<file path="config.mk">
export PLATFORM = sky130hd
export DESIGN_NAME = nibble_serial_adder_ctrl
export DESIGN_NICKNAME = d
export VERILOG_FILES = /design/src/rtl/nibble_serial_adder_ctrl_pkg.sv /design/src/rtl/nibble_serial_adder_ctrl_slice.sv /design/src/rtl/nibble_serial_adder_ctrl.sv
export SDC_FILE = /design/constraint.sdc
export NUM_CORES = 1
export LEC_CHECK = 0
export CAP_MARGIN = 20
export CORE_UTILIZATION = 50
export CTS_CLUSTER_SIZE = 28
export DETAILED_ROUTE_END_ITERATION = 16
export GPL_TIMING_DRIVEN = 0
export PLACE_DENSITY = 0.85
export SLEW_MARGIN = 20
export SYNTH_ARGS = -nofsm -noshare
export SYNTH_HDL_FRONTEND = slang
export SYNTH_SLANG_ARGS = --single-unit
export TNS_END_PERCENT = 30
</file>
<file path="constraint.sdc">
create_clock -name clk -period 6.5 [get_ports clk]
set_input_delay 1.3 -clock clk [delete_from_list [all_inputs] [get_ports clk]]
set_output_delay 1.3 -clock clk [all_outputs]
set_load 0.005 [all_outputs]
</file>
<file path="src/rtl/nibble_serial_adder_ctrl_pkg.sv">
// Shared types and constants for the nibble-serial adder sequencer.
// Optional subtract mode is enabled by defining SUBTRACT_EN.
package nibble_serial_adder_ctrl_pkg;

  typedef enum logic [1:0] {
    IDLE = 2'd0,
    RUN  = 2'd1,
    DONE = 2'd2
  } nsa_state_t;

  localparam int SLICE_W = 4;

  // Nibble counter width for a given operand width (N = width/4 nibbles).
  function automatic int nsa_cnt_w(input int width);
    int n;
    n = width / SLICE_W;
    return (n > 1) ? $clog2(n) : 1;
  endfunction

endpackage

</file>
<file path="src/rtl/nibble_serial_adder_ctrl_slice.sv">
// Combinational 4-bit ripple-carry slice shared across all nibble cycles.
module nibble_slice_adder
  import nibble_serial_adder_ctrl_pkg::*;
(
  input  logic [SLICE_W-1:0] a,
  input  logic [SLICE_W-1:0] b,
  input  logic               ci,
  output logic [SLICE_W-1:0] s,
  output logic               co
);

  logic [SLICE_W:0] c;

  assign c[0] = ci;

  for (genvar i = 0; i < SLICE_W; i++) begin : g_bit
    assign s[i]   = a[i] ^ b[i] ^ c[i];
    assign c[i+1] = (a[i] & b[i]) | (c[i] & (a[i] ^ b[i]));
  end

  assign co = c[SLICE_W];

endmodule

</file>
<file path="src/rtl/nibble_serial_adder_ctrl.sv">
// WIDTH-bit add through one shared 4-bit slice, LS nibble first, N=WIDTH/4 cycles.
// Define SUBTRACT_EN to add the sub port (a - b via ~b + 1).
module nibble_serial_adder_ctrl
  import nibble_serial_adder_ctrl_pkg::*;
#(
  parameter int WIDTH = 16
) (
  input  logic             clk,
  input  logic             rst_n,
  input  logic             start_valid,
  output logic             start_ready,
  input  logic [WIDTH-1:0] a,
  input  logic [WIDTH-1:0] b,
  input  logic             cin,
`ifdef SUBTRACT_EN
  input  logic             sub,
`endif
  output logic             res_valid,
  input  logic             res_ready,
  output logic [WIDTH-1:0] sum,
  output logic             cout,
  output logic             ovf
);

  localparam int N  = WIDTH / SLICE_W;
  localparam int CW = nsa_cnt_w(WIDTH);
  localparam logic [CW-1:0] LAST = CW'(N - 1);

  nsa_state_t       state, state_nxt;
  logic [CW-1:0]    cnt;
  logic [WIDTH-1:0] a_sr, b_sr, sacc, sacc_nxt;
  logic             carry, a_msb, b_msb;
  logic [WIDTH-1:0] beff;
  logic             ceff;
  logic             accept, step, last;
  logic [SLICE_W-1:0] s_nib;
  logic             s_co;

  always_comb begin
    beff = b;
    ceff = cin;
`ifdef SUBTRACT_EN
    if (sub) begin
      beff = ~b;
      ceff = 1'b1;
    end
`endif
  end

  nibble_slice_adder u_slice (
    .a  (a_sr[SLICE_W-1:0]),
    .b  (b_sr[SLICE_W-1:0]),
    .ci (carry),
    .s  (s_nib),
    .co (s_co)
  );

  // Slice result enters at the top; after N steps nibble 0 has reached the bottom.
  assign sacc_nxt = {s_nib, {(WIDTH-SLICE_W){1'b0}}} | (sacc >> SLICE_W);
  assign last     = (cnt == LAST);

  always_comb begin
    state_nxt   = state;
    start_ready = 1'b0;
    res_valid   = 1'b0;
    accept      = 1'b0;
    step        = 1'b0;
    unique case (state)
      IDLE: begin
        start_ready = 1'b1;
        if (start_valid) begin
          accept    = 1'b1;
          state_nxt = RUN;
        end
      end
      RUN: begin
        step = 1'b1;
        if (last) state_nxt = DONE;
      end
      DONE: begin
        res_valid = 1'b1;
        if (res_ready) state_nxt = IDLE;
      end
      default: state_nxt = IDLE;
    endcase
  end

  always_ff @(posedge clk or negedge rst_n) begin
    if (!rst_n) state <= IDLE;
    else        state <= state_nxt;
  end

  always_ff @(posedge clk or negedge rst_n) begin
    if (!rst_n) begin
      cnt   <= '0;
      a_sr  <= '0;
      b_sr  <= '0;
      sacc  <= '0;
      carry <= 1'b0;
      a_msb <= 1'b0;
      b_msb <= 1'b0;
      sum   <= '0;
      cout  <= 1'b0;
      ovf   <= 1'b0;
    end else if (accept) begin
      cnt   <= '0;
      a_sr  <= a;
      b_sr  <= beff;
      sacc  <= '0;
      carry <= ceff;
      a_msb <= a[WIDTH-1];
      b_msb <= beff[WIDTH-1];
    end else if (step) begin
      a_sr  <= a_sr >> SLICE_W;
      b_sr  <= b_sr >> SLICE_W;
      sacc  <= sacc_nxt;
      carry <= s_co;
      if (!last) cnt <= cnt + 1'b1;
      // Visible outputs only move on the final nibble edge.
      if (last) begin
        sum  <= sacc_nxt;
        cout <= s_co;
        ovf  <= (a_msb == b_msb) && (sacc_nxt[WIDTH-1] != a_msb);
      end
    end
  end

endmodule

</file>
Word-level counts from Yosys, hierarchy flattened

Cells that the tools add are included.

Register bits: 73
Input port bits: 37
Output and inout bits: 20
Word-level logic and storage cells: 69

Add/subtract/negate cells: 1
Equal/unequal tests: 9
Muxes and demuxes: 20
Bitwise gates (word level): 22
Reduce and logical (&&, ||, !) cells: 6

Operators by type and width:

| operator            | count |
|---|---|
| $mux 16             | 6 |
| $or 16x12->16       | 1 |
| $mux 2              | 6 |
| $and 1x1->1         | 8 |
| $ne 2x2->1 const B  | 4 |
| $xor 1x1->1         | 8 |
| $mux 1              | 7 |
| $pmux 2 s3          | 1 |
| $reduce_and 3->1    | 2 |
| $eq 2x2->1 const B  | 2 |
| $or 1x1->1          | 4 |
| $add 2x1->2 const B | 1 |
| $eq 2x1->1 const B  | 1 |
| $logic_not 2->1     | 1 |
| $reduce_and 2->1    | 1 |
| $reduce_bool 2->1   | 1 |
| $eq 1x1->1          | 1 |
| $logic_and 1x1->1   | 1 |
| $ne 1x1->1          | 1 |
| $not 1->1           | 1 |

Longest topological paths before layout

Gate-level depths: netlist of the first run.

Word-level depth: 11
Gate-level depth with buffers: 9
Gate-level depth less buffers: 9

Modules after synthesis

Synthesis of the first run repeated with hierarchy kept, for this count alone.

Cells, all modules: 272
Area, all modules: 2965.3 um^2

By module, submodules not included:

| module                   | instances | cells an instance | area an instance (um^2) | sequential area each (um^2) |
|---|---|---|---|---|
| nibble_serial_adder_ctrl | 1         | 258               | 2847.7                  | 1726.7 |
| nibble_slice_adder       | 1         | 14                | 117.6                   | 0.0 |

Least setup slack after synthesis of the first run

No wires, ideal clock.

Path type: reg2reg
From: register a_sr[0]
To: register ovf
Setup time: 127 ps
Arrival: 2233 ps
Required time: 6373 ps
Slack: 4140 ps
Stages on the path, launching flop included: 10
Buffers on the path: 0
Period minus slack after synthesis: 2360 ps
Cells stage by stage: dfrtp_1 inv_1 fa_1 inv_1 fa_1 fa_1 fa_1 and3b_1 a21oi_1 o21ai_0

Word-level cells in the longest chain between the ends: 11
Elaborated cells between the ends (all ways): 12
Classes of those cells: eq/ne (1); bitwise (10); reduce/logical (1)

Ends and longest elaborated chain:

| element                | RTL line                             | source |
|---|---|---|
| from (decl)            | nibble_serial_adder_ctrl.sv:31       | `logic [WIDTH-1:0] a_sr, b_sr, sacc, sacc_nxt;` |
| from (signal assigned) | nibble_serial_adder_ctrl.sv:114      | `a_sr <= a_sr >> SLICE_W;` |
| $xor 1x1->1            | nibble_serial_adder_ctrl_slice.sv:18 | `assign c[i+1] = (a[i] & b[i]) \| (c[i] & (a[i] ^ b[i]));` |
| $and 1x1->1            | nibble_serial_adder_ctrl_slice.sv:18 |  |
| $or 1x1->1 *           | nibble_serial_adder_ctrl_slice.sv:18 |  |
| $and 1x1->1 *          | nibble_serial_adder_ctrl_slice.sv:18 |  |
| $or 1x1->1 *           | nibble_serial_adder_ctrl_slice.sv:18 |  |
| $and 1x1->1 *          | nibble_serial_adder_ctrl_slice.sv:18 |  |
| $or 1x1->1 *           | nibble_serial_adder_ctrl_slice.sv:18 |  |
| $xor 1x1->1 *          | nibble_serial_adder_ctrl_slice.sv:17 | `assign s[i] = a[i] ^ b[i] ^ c[i];` |
| via s_nib[3]           | nibble_serial_adder_ctrl.sv:36       | `logic [SLICE_W-1:0] s_nib;` |
| $or 16x12->16 *        | nibble_serial_adder_ctrl.sv:59       | `assign sacc_nxt = {s_nib, {(WIDTH-SLICE_W){1'b0}}} \| (sacc >> SLICE_W);` |
| $ne 1x1->1 *           | nibble_serial_adder_ctrl.sv:123      | `ovf <= (a_msb == b_msb) && (sacc_nxt[WIDTH-1] != a_msb);` |
| $logic_and 1x1->1 *    | nibble_serial_adder_ctrl.sv:123      |  |
| to (signal assigned)   | nibble_serial_adder_ctrl.sv:123      |  |
| to (decl)              | nibble_serial_adder_ctrl.sv:22       | `output logic ovf` |

Mark *: on every way through the listed nets, which the timed path passes. The rest lies on a longest branch.
A chain may end at the register's enable or synchronous reset.

Worst setup path after layout of the first run

From: register state[0]
To: output port res_valid

Word-level cells in the longest chain between the ends: 2

Ends and longest elaborated chain:

| element                | RTL line                       | source |
|---|---|---|
| from (decl)            | nibble_serial_adder_ctrl.sv:29 | `nsa_state_t state, state_nxt;` |
| from (signal assigned) | nibble_serial_adder_ctrl.sv:90 | `else state <= state_nxt;` |
| $eq 2x2->1             | nibble_serial_adder_ctrl.sv:68 | `unique case (state)` |
| $mux 1                 | nibble_serial_adder_ctrl.sv:68 |  |
| to (decl)              | nibble_serial_adder_ctrl.sv:18 | `output logic res_valid,` |

Every way passes these cells.

==> results of run 1 <==
[through the flow]
stage	hold slack (ns)	setup WS [ns]
global route	0.511	3.59
detailed placement	0.463	3.78
global placement	0.458	1.87
CTS	0.481	3.64
finish	0.479	3.64
floorplan	0.446	4.14
[area by class of cell]
| type | instances | area, um2 | share of cell area (%) |
|---|---|---|---|
| plain buffers | 17 | 141 | 3.74 |
| clock buffers | 15 | 166 | 4.40 |
| clock inverters | 1 | 5.00 | 0.132 |
| inverters | 5 | 18.8 | 0.496 |
| multi-input cells | 175 | 1060 | 27.9 |
| flip-flops and latches | 69 | 1730 | 45.6 |
| well taps | 72 | 90.1 | 2.38 |
| repair buffers | 57 | 578 | 15.3 |
[placed cells by master (no fill, tap or decap), drive strengths merged]
| cell | Yosys | layout |
|---|---|---|
| nand2 | 88 | 88 |
| dfrtp | 69 | 69 |
| clkdlybuf4s50 | 0 | 55 |
| a22oi | 25 | 25 |
| o21ai | 21 | 21 |
| mux2 | 18 | 18 |
| buf | 16 | 18 |
| clkbuf | 1 | 16 |
| inv | 5 | 5 |
| fa | 4 | 4 |
| nor2 | 3 | 3 |
| nand2b | 2 | 2 |
| a21oi | 2 | 2 |
| a22o | 2 | 2 |
| nor3b | 2 | 2 |
| nor2b | 1 | 1 |
| nand3b | 1 | 1 |
| o21bai | 1 | 1 |
| or2 | 1 | 1 |
| xnor2 | 1 | 1 |
| and3b | 1 | 1 |
| o22ai | 1 | 1 |
| ha | 1 | 1 |
| clkinv | 0 | 1 |
[per-layer routing]
layer | vias up | routed length (um) | GRT usage [%] | part of all wire (%)
li1 | 1031 | - | - | -
met1 | 1066 | 2860 | 30.5 | 46
met2 | 59 | 2990 | 35.4 | 48
met3 | 10 | 240 | 4.83 | 3.9
met4 | 0 | 103 | 10.2 | 1.7
met5 | - | 0 | 0 | 0
[registers in the layout, summed over array words and instances, names as in the netlist]
name   flops
cout       1
ovf        1
b_msb      1
b_sr      16
a_msb      1
sacc      12
cnt        2
state      2
carry      1
sum       16
a_sr      16
[logic make-up (layout without fill, tap and decap cells)]
family | after synthesis | count (layout)
AOI/OAI and AO/OA | 52 | 52
xor gates and xnor gates | 1 | 1
adders and majority gates | 5 | 5
buffers and inverters | 22 | 95
DFF | 69 | 69
muxes | 18 | 18
and+or+nand+nor | 99 | 99
[critical path, delay by kind of cell (launching register included)]
family | cells | cell delay (ns)
flip-flops | 1 | 0.38
AND/OR/NAND/NOR | 1 | 0.16
buffers and inverters | 3 | 0.68
[power by group through the flow]
stage | Clock [W] | Combinational (W) | Sequential (W)
after floorplan | 0 | 0.000464 | 0.000701
after global placement | 0 | 0.000702 | 0.000716
after detailed placement | 0 | 0.000730 | 0.000726
after CTS | 0.000312 | 0.000734 | 0.000719
after global routing | 0.000332 | 0.000809 | 0.000741
final | 0.000308 | 0.000727 | 0.000720
[final timing paths]
check	slack, ns	end	cells after the start	startpoint
hold reg to reg	0.48	b_sr[7]	2	b_sr[7]
min in group asynchronous	0.86	sacc[8]	1	rst_n
setup reg to reg	3.89	ovf	9	a_sr[0]
hold / removal	0.48	b_sr[7]	2	b_sr[7]
max in group asynchronous	5.10	b_sr[3]	2	rst_n
setup / recovery	3.64	res_valid	4	state[0]
==> flow_summary.yaml, run 1 <==
route:
  viasPerCell: 5.27
  drt_first_pass_iters: 4
  wire_per_inst_um: 15.1
  wl_um: 6190
  drc: 0
  drt_iter0_markers: 137
  ant_nets: 0
  num_vias: 2166
power_and_ir_drop:
  pwr_density_cell_nw_per_um2: 464
  pwr-share-comb_pct: 41.4
  p_leak_nw: 1.79
  seqPwrFrac_pct: 41.0
  power.total_w: 0.00176
  clkPwrFrac_pct: 17.6
  irDropWorstVdd_mv: 0.334
  internal_power_w: 0.00114
  switching_share_pct: 35.2
  p_sw_w: 0.000618
synthesis:
  synth.distinct_cells: 25
  yosys_warnings: 0
  synth_top_cell_area_share_pct: 58.6
  synth_xor_area_share_pct: 0.297
  syn_inst: 266
  synth-compound-area-share_pct: 11.5
  synthAdderAreaFrac_pct: 3.14
  yosys.cell_count.top_type: "nand2_1"
  synthMuxAreaShare_pct: 6.88
  synth_area_leaders: "dfrtp_1 (59%), nand2_1 (11%), mux2_2 (6.9%)"
  syn-num-nets: 308
  yosysTopAreaCell: "dfrtp_1"
  postSynthRegisterBits: 69
  synth_common_cells: "nand2_1 (88), dfrtp_1 (69), a22oi_1 (25)"
  synth_ff_type: "dfrtp_1"
  async_flop_share_pct: 100
  avgSynthCellArea_um2: 11.1
  ys_seq_area_share_pct: 58.6
  syn_area_um2: 2940
  synth_top_family_by_area: "simple AND/OR/NAND/NOR gates"
  synth-simple-area-share_pct: 14.1
  synth_enable_flop_cells: 0
worst_setup_path:
  required_ns: 5.20
  worstPathCellList: "buf_6, nand2b_1, inv_1, clkdlybuf4s50_1"
  arrival_ns: 1.56
  crit_path_end_kind: "primary output"
  path_max_fanout: 8
  cpPeakStageDelay_ns: 0.48
  cp-start-kind: "flop"
  criticalPathCategory: "flop to primary output"
  crit_path_top_delay_cell: "clkdlybuf4s50_1"
sta:
  finalHoldViolCount: 0
  tns_ns: 0
  finClkSkew_ns: 0.00681
  drv_slew: 0
  fmax_ghz: 0.350
  tightest_slew_ns: 0.439
  relSlewSlack_pct: 70.7
  rsz0062_at_grt: "no"
  setup_viol: 0
  fin_crit_ns: 2.86
  layout_worst_path_cycle_share_pct: 43.9
layout:
  fin_util_pct: 67.9
  stdcell_area_um2: 3780
  diodes: 0
  fill_cells: 445
  final_cell_count_no_fill: 411
  drive_gt1_share_pct: 15.3
  fin_nets: 376
  area_growth_syn_to_layout_pct: 28.5
grt:
  antenna_found_initial: 0
  grt-ovfl-total: 0
  grt_max_degree: 45
  grt_pass1_vias: 2188
  grt_pass1_wl_um: 10400
  track_usage_pct: 22.7
placement:
  gp_congestion: 0.770
  dp_hpwl_um: 4430
  placed_area_um2: 3610
  dp_cells: 395
  io_buffers: 56
die:
  core.rowCount: 27
  ios: 57
  dieHeight_um: 78.7
  core_um2: 5570
  die_x_um: 78.7
  die-area_um2: 6200
  initial_core_util_pct: 52.8
cts:
  htreeDepth: 3
  clkTransAtPathRegs_ns: 0.07
  hold_buffers: 0
  clockBufferDepth: 2
  post_cts_buffers: 0
  postCtsResizedCells: 0
  clock-root-buffer: "clkbuf_8"
  clock-sinks: 69
  cts_tree: "built"
  clkLatencyLatePin_ns: 0.34
  numCtsBuffers: 9
hold_path:
  hp-class: "flop to flop"
run:
  maxCapViolCount: 0
status:
  status: "complete, no violations"
No activity file was read; power rests on OpenSTA's default activity.
==> run 2, diff against run 1 <==
Clock period 6.5 ns to 2.9 ns, I/O delays scaled along.
==> results of run 2 <==
Same layout as run 1 (identical final DEF). Status: complete, no violations.
Main changes from that run: setup slack after placement 3.78 ns -> 0.303 ns; setup slack after layout 3.64 ns -> 0.292 ns; hold slack 0.479 ns -> 0.143 ns; start point of the critical path state[0] -> a_sr[0]; end point of the critical path res_valid -> ovf; register-to-register setup slack 3.89 ns -> 0.29 ns; total power 0.00176 W -> 0.00393 W; worst IR drop on VDD 0.334 mV -> 0.748 mV
==> run 3, diff against run 2 <==
Settings changed: MAX_ROUTING_LAYER set to met4.
==> flow_summary.yaml, run 3 (synthesis gave the netlist of run 1 again) <==
status:
  status: "complete, no violations"
sta:
  relSlewSlack_pct: 70.3
  finalHoldViolCount: 0
  layout_worst_path_cycle_share_pct: 89.8
  tns_ns: 0
  finClkSkew_ns: 0.00548
  timing.hold.ws_ns: 0.143
  tightest_slew_ns: 0.446
  drv_slew: 0
  setup_viol: 0
  fin_crit_ns: 2.61
  rsz0062_at_grt: "no"
  fmax_ghz: 0.384
grt:
  grt-ovfl-total: 0
  grt_pass1_vias: 2193
  grt_pass1_wl_um: 10400
  antenna_found_initial: 0
  grt_max_degree: 45
  track_usage_pct: 23.3
layout:
  diodes: 0
  largestRegisters: "a_sr x16, b_sr x16, sum x16"
  final_cell_count_no_fill: 411
  fin_util_pct: 67.9
  fin_nets: 376
  mostFrequentLayoutCell: "nand2_1"
  stdcell_area_um2: 3780
  area_growth_syn_to_layout_pct: 28.5
  fill_cells: 445
  layout_common_cells: "nand2_1 (88), dfrtp_1 (69), clkdlybuf4s50_1 (55)"
  multi_input_area_um2: 1060
  drive_gt1_share_pct: 15.3
  final-seq-area_um2: 1730
placement:
  io_buffers: 56
  placed_area_um2: 3610
  gp_congestion: 0.781
  dp_hpwl_um: 4430
  dp_cells: 395
power_and_ir_drop:
  pwr_density_cell_nw_per_um2: 1040
  switching_share_pct: 35.2
  seqPwrFrac_pct: 41.0
  p_sw_w: 0.00138
  irDropWorstVdd_mv: 0.754
  internal_power_w: 0.00255
  p_leak_nw: 1.79
  clkPwrFrac_pct: 17.5
  pwr-share-comb_pct: 41.5
die:
  ios: 57
  die_x_um: 78.7
  initial_core_util_pct: 52.8
  core.rowCount: 27
  core_um2: 5570
  die-area_um2: 6200
  dieHeight_um: 78.7
route:
  wire_per_inst_um: 15.0
  routed-wl-met3_um: 246
  drt_iter0_markers: 153
  wl_um: 6180
  drc: 0
  drt_first_pass_iters: 4
  ant_nets: 0
  num_vias: 2176
  drt-met1-wl_um: 2830
  viasPerCell: 5.29
  highest_layer: "met4"
  met2_length_um: 3010
cts:
  hold_buffers: 0
  cts_tree: "built"
  postCtsResizedCells: 0
  post_cts_buffers: 0
  clkTransAtPathRegs_ns: 0.07
  htreeDepth: 3
  clkLatencyLatePin_ns: 0.33
  clock-root-buffer: "clkbuf_8"
  numCtsBuffers: 9
  clockBufferDepth: 2
  clock-sinks: 69
worst_setup_path:
  criticalPathCategory: "flop to flop"
  required_ns: 3.12
  path_max_fanout: 4
  arrival_ns: 2.82
  cp-start-kind: "flop"
  crit_path_end_kind: "flop"
run:
  maxCapViolCount: 0
hold_path:
  hp-class: "primary input to async pin"
[run 3: cell counts in the layout (fill, tap and decap cells not counted)]
Identical to the previous run, type by type.
[run 3: path summary, 6_finish.rpt]
kind                       depth (start not counted)  startpoint       to  slack (ns)
min in group clk                                   2     b_sr[7]  b_sr[7]        0.48
setup / recovery                                   9     a_sr[0]      ovf        0.29
hold reg to reg                                    2     b_sr[7]  b_sr[7]        0.48
hold / removal                                     1       rst_n  sacc[8]        0.14
setup reg to reg                                   9     a_sr[0]      ovf        0.29
max in group asynchronous                          2       rst_n  a_sr[5]        2.22
[run 3: final cells by class]
cell class / instances / share of cell area, %
repair buffers: 57 / 15.3
clock buffers: 15 / 4.40
well taps: 72 / 2.38
multi-input cells: 175 / 27.9
inverters: 5 / 0.496
flip-flops and latches: 69 / 45.6
plain buffers: 17 / 3.74
clock inverters: 1 / 0.132
[run 3: worst max-delay path, cell delays in order (launching register included)]
cell and delay [ns]:
dfrtp_1 0.40, inv_1 0.09, fa_1 0.18, inv_1 0.05, fa_1 0.37, fa_1 0.38, fa_1 0.58, and3b_1 0.19
a21oi_1 0.15, o21ai_0 0.09
[run 3: stage by stage]
step                      power (W)  worst slack [ns]
after floorplan             0.00261             0.540
after global placement      0.00318             -1.01
after detailed placement    0.00326             0.303
after CTS                   0.00396             0.291
after global routing        0.00422             0.213
final                       0.00393             0.295
[run 3: power by group through the flow]
stage               Clock (W)  Combinational [W]  Sequential, W
global route         0.000743            0.00181        0.00166
CTS                  0.000700            0.00165        0.00161
finish               0.000689            0.00163        0.00161
detailed placement          0            0.00164        0.00163
global placement            0            0.00157        0.00161
floorplan                   0            0.00104        0.00157
[run 3: per-layer routing]
metal  up-vias  global-route usage [%]
li1       1034                       -
met2        62                    35.4
met3        11                    4.60
met5         -                       -
met1      1069                    30.8
met4         0                    10.2
==> patch 1: new RTL, config.mk and constraints of run 3 <==
The option `SUBTRACT_EN` is turned on by a define.
--- a/src/rtl/nibble_serial_adder_ctrl.sv
+++ b/src/rtl/nibble_serial_adder_ctrl.sv
@@ -2,2 +2,4 @@
 // Define SUBTRACT_EN to add the sub port (a - b via ~b + 1).
+`define SUBTRACT_EN
+
 module nibble_serial_adder_ctrl
Ports: changed (added sub); port bits go from 57 to 58. The function was not compared with the original's and may differ.
==> patch 1 against run 3 <==
Via count increased by 16%. Synthesized area increased by 7.7%. Die area increased by 7.5%. Power increased by 13%. Register-to-register slack improved by 0.03 ns. Non-clock buffer count increased by 5. Wire length increased by 14%. Count of clock-buffer cells in the layout decreased by 6. Sequential cell count unchanged. Design area increased by 8.3%. Critical endpoint is now start_ready. Clock power increased by 39%. Setup slack got worse by 0.030 ns.
==> patch 1: results (changes against run 3) <==
[status]
status=complete, no violations  ; unchanged

[critical_path]
critPathTopFamily=buffers and inverters  ; was adder cells
worstSetupStartpoint=state[1]$_DFFE_PN0P_  ; was a_sr[0]$_DFFE_PN0P_
crit_fanout=10  ; was 4
r2r_start=b_sr[0]$_DFFE_PN0P_  ; was a_sr[0]$_DFFE_PN0P_
critPathArrivalTime_ns=2.06  ; was 2.82 ns
r2r_slack_ns=0.32  ; was 0.29 ns

[synthesis]
ys_top_cells_by_area=dfrtp_1 54%, nand2_1 7.8%, mux2_2 5.7%  ; was dfrtp_1 59%, nand2_1 11%, mux2_2 6.9%
synth_commonest_cells=69 x dfrtp_1, 66 x nand2_1, 19 x nand3_1, 19 x o21ai_0, 16 x mux2_2  ; was 88 x nand2_1, 69 x dfrtp_1, 25 x a22oi_1
synth_nets=342  ; was 308
ys_types=35  ; was 25
syn-instance-count=299  ; was 266

[placement]
placed_area_sq_um=3850  ; was 3612 sq um
gp_congestion=0.8463  ; was 0.7806
dp.final_hpwl_mm=5.049  ; was 4.428 mm
placed_cells=431  ; was 395

[grt]
grt_util_met2_pct=41.25  ; was 35.39%
grt_pass1_vias=2521  ; was 2193
grt_pass1_wl_mm=11.98  ; was 10.44 mm
grt_max_degree=55  ; was 45

[finish]
drive_gt1_share_pct=15.86  ; was 15.34%
area_delta_synth_final_pct=29.20  ; was 28.52%
nets=410  ; was 376
fin_cells=447  ; was 411
n_fill_cell=431  ; was 445

[sta]
whs_ns=0.08285  ; was 0.1435 ns
skew_ns=0.005105  ; was 0.005480 ns
fin_ws_ns=0.2649  ; was 0.2949 ns
slew_headroom_pct=63.81  ; was 70.25%

[detailed_routing]
drt_pass1_iterations=6  ; was 4
wl_met2_mm=3.571  ; was 3.007 mm
wl_met1_mm=2.935  ; was 2.826 mm
drtIter0Drc=152  ; was 153
via_per_inst=5.669  ; was 5.294
route.met3.wl_um=466  ; was 246 um

[power_and_ir_drop]
sw_frac_of_total_pct=35.86  ; was 35.18%
peakVddDrop_uv=710.3  ; was 753.6 uV
power_leakage_uw=0.001854  ; was 0.001794 uW

[clocking]
clk_latency_ns=0.35  ; was 0.33 ns

-- patch 1: cell count changes in the layout (fill, tap and decap cells not counted), moves of 4 or more --
cell	run 3	this run
xnor2_1	1	9
nand3_1	0	19
o22ai_1	1	5
a22oi_1	25	8
xor2_1	0	8
nand2_1	88	66
nor2_1	3	8
a21oi_1	2	7
or3b_2	0	4
buf_2	5	12
a222oi_1	0	4
-- patch 1: cells by family (layout without fill, tap and decap cells) --
| family | Yosys count | count (layout) | synth area share (%) |
|---|---|---|---|
| mux | 16 | 16 | 5.683 |
| flops | 69 | 69 | 54.46 |
| fa+ha+maj | 5 | 5 | 2.920 |
| buf+inv | 29 | 102 | 5.209 |
| simple gates | 106 | 106 | 15.19 |
| xor+xnor | 17 | 17 | 4.696 |
| compound gates | 57 | 57 | 11.84 |
-- patch 1: worst paths after layout --
path,to,depth (start not counted)
setup reg to reg,ovf$_DFFE_PN0P_,9
hold / removal,sum[10]$_DFFE_PN0P_,1
max in group asynchronous,a_sr[4]$_DFFE_PN0P_,2
min in group clk,a_sr[9]$_DFFE_PN0P_,2
setup / recovery,start_ready,5
hold reg to reg,a_sr[9]$_DFFE_PN0P_,2
-- patch 1: power by group through the flow --
stage / logic, uW / registers (uW) / clock network [uW]
3_3_place_gp: 1700 / 1670 / 0
4_1_cts: 1800 / 1680 / 971
3_5_place_dp: 1790 / 1700 / 0
6_report: 1790 / 1680 / 961
5_1_grt: 2020 / 1740 / 1020
2_1_floorplan: 1140 / 1620 / 0
-- patch 1: final cells by class --
cell class | count | area share (%)
Sequential cell | 69 | 42.15
Clock buffer | 9 | 3.024
Inverter | 7 | 0.6414
Buffer | 22 | 3.390
Multi-Input combinational cell | 201 | 31.22
Tap cell | 75 | 2.291
Clock inverter | 7 | 2.993
Timing Repair Buffer | 57 | 14.29
==> patch 2: new RTL, config.mk and constraints of run 3 <==
Without the edit above. Reset style: synchronous (`rst_n`), changed in 2 clocked blocks.
--- a/src/rtl/nibble_serial_adder_ctrl.sv
+++ b/src/rtl/nibble_serial_adder_ctrl.sv
@@ -87,3 +87,3 @@
 
-  always_ff @(posedge clk or negedge rst_n) begin
+  always_ff @(posedge clk) begin
     if (!rst_n) state <= IDLE;
@@ -92,3 +92,3 @@
 
-  always_ff @(posedge clk or negedge rst_n) begin
+  always_ff @(posedge clk) begin
     if (!rst_n) begin
Check against the original RTL: differs if rst_n is asserted again (counterexample within 4 cycles, from zero or initial values and one cycle with rst_n low); with rst_n held inactive, the same outputs for 10 cycles.
==> patch 2 against run 3 <==
Sequential cell count is the same. Critical path depth is the same. Fmax rose by 4.1%. Setup slack gained 0.10 ns. Die area down 1.9%. Highest routed layer unchanged. Design area shrank 2.2%. Wire length grew 4.3%. Synthesized area fell by 2.0%. Via count grew 17%. Critical endpoint is now ovf$_SDFFE_PN0P_.
Power is not compared: it rests on default switching activity, and its combinational part moved more than twofold at a synthesized area within 25%.
==> patch 2: results (changes against run 3) <==
[placement]
port_buffers=54  ; was 56
gp_congestion=0.8311  ; was 0.7806

[synthesis]
syn-instance-count=341  ; was 266
ys_top_cells_by_area=dfxtp_1 48%, a21oi_1 13%, nand2_1 9.8%  ; was dfrtp_1 59%, nand2_1 11%, mux2_2 6.9%
ys_seq_area_share_pct=47.85  ; was 58.65%

[status]
status=complete, no violations  ; unchanged

[critical_path]
max_stage_delay_ns=0.49  ; was 0.58 ns
critPathArrivalTime_ns=2.77  ; was 2.82 ns

[sta]
whs_ns=0.4536  ; was 0.1435 ns
skew_ns=0.007479  ; was 0.005480 ns
worst_slew_pin_slew_ns=0.4608  ; was 0.4462 ns

[finish]
inverters=10  ; was 5
multi_input_area_sq_um=1290  ; was 1057 sq um
multi_input_area_share_pct=34.85  ; was 27.94%
clk_share_pct=4.970  ; was 4.530%
utilization_pct=66.80  ; was 67.88%
seq_cells=69  ; unchanged
drive_gt1_share_pct=12.41  ; was 15.34%
bufAreaShareNonClock_pct=19.40  ; was 19.01%
n_fill_cell=488  ; was 445
final-seq-area_sq_um=1381  ; was 1727 sq um
nets=448  ; was 376

[detailed_routing]
wirelength_mm=6.449  ; was 6.184 mm
drtIter0Drc=152  ; was 153
wire_per_inst_um=13.35  ; was 15.05 um

[worst_hold_path]
min-delay-path-class=reg -> reg  ; was in -> async

[grt]
grt_pass1_vias=2420  ; was 2193

patch 2: power groups by stage:
stage	registers [uW]	logic [uW]	clock network (uW)
2_1_floorplan	1040	190	0
3_3_place_gp	1050	282	0
3_5_place_dp	1050	288	0
4_1_cts	1030	289	753
5_1_grt	1030	321	792
6_report	1030	290	747
patch 2: cell families (layout without fill, tap and decap cells):
group,Yosys count,after routing,share of synthesized area (%)
adder cells (fa/ha/maj),5,5,3.208
buffers and inverters,37,107,7.455
AND/OR/NAND/NOR,117,117,18.42
AO/OA/AOI/OAI,112,112,22.76
flip-flops,69,69,47.85
XOR/XNOR,1,1,0.3035
patch 2: per-layer routing:
metal	vias to the layer above	routed length (um)	part of all wire (%)	track usage (%)
met5	-	0	0	-
met4	0	143	2.2	11.48
met3	12	273	4.2	4.706
met2	71	3028	47	37.88
met1	1178	3004	47	30.72
li1	1287	-	-	-
patch 2: how the worst max path moves through the flow:
stage	start	to	slack [ns]	cells after the start
final	a_sr[0]$_SDFFE_PN0P_	ovf$_SDFFE_PN0P_	0.40	9
after global routing	a_sr[0]$_SDFFE_PN0P_	ovf$_SDFFE_PN0P_	0.28	9
after CTS	a_sr[0]$_SDFFE_PN0P_	ovf$_SDFFE_PN0P_	0.38	9
after detailed placement	a_sr[0]$_SDFFE_PN0P_	ovf$_SDFFE_PN0P_	0.40	9
after global placement	a_sr[0]$_SDFFE_PN0P_	ovf$_SDFFE_PN0P_	0.44	9
after floorplan	a_sr[0]$_SDFFE_PN0P_	ovf$_SDFFE_PN0P_	0.56	9
patch 2: worst max-delay path: cells and delay by family, from the launching register on:
family                     cells  cell delay, ns
AOI/OAI and AO/OA              1            0.17
DFF                            1            0.33
and+or+nand+nor                1            0.34
adders and majority gates      4            1.41
buffers and inverters          3            0.20
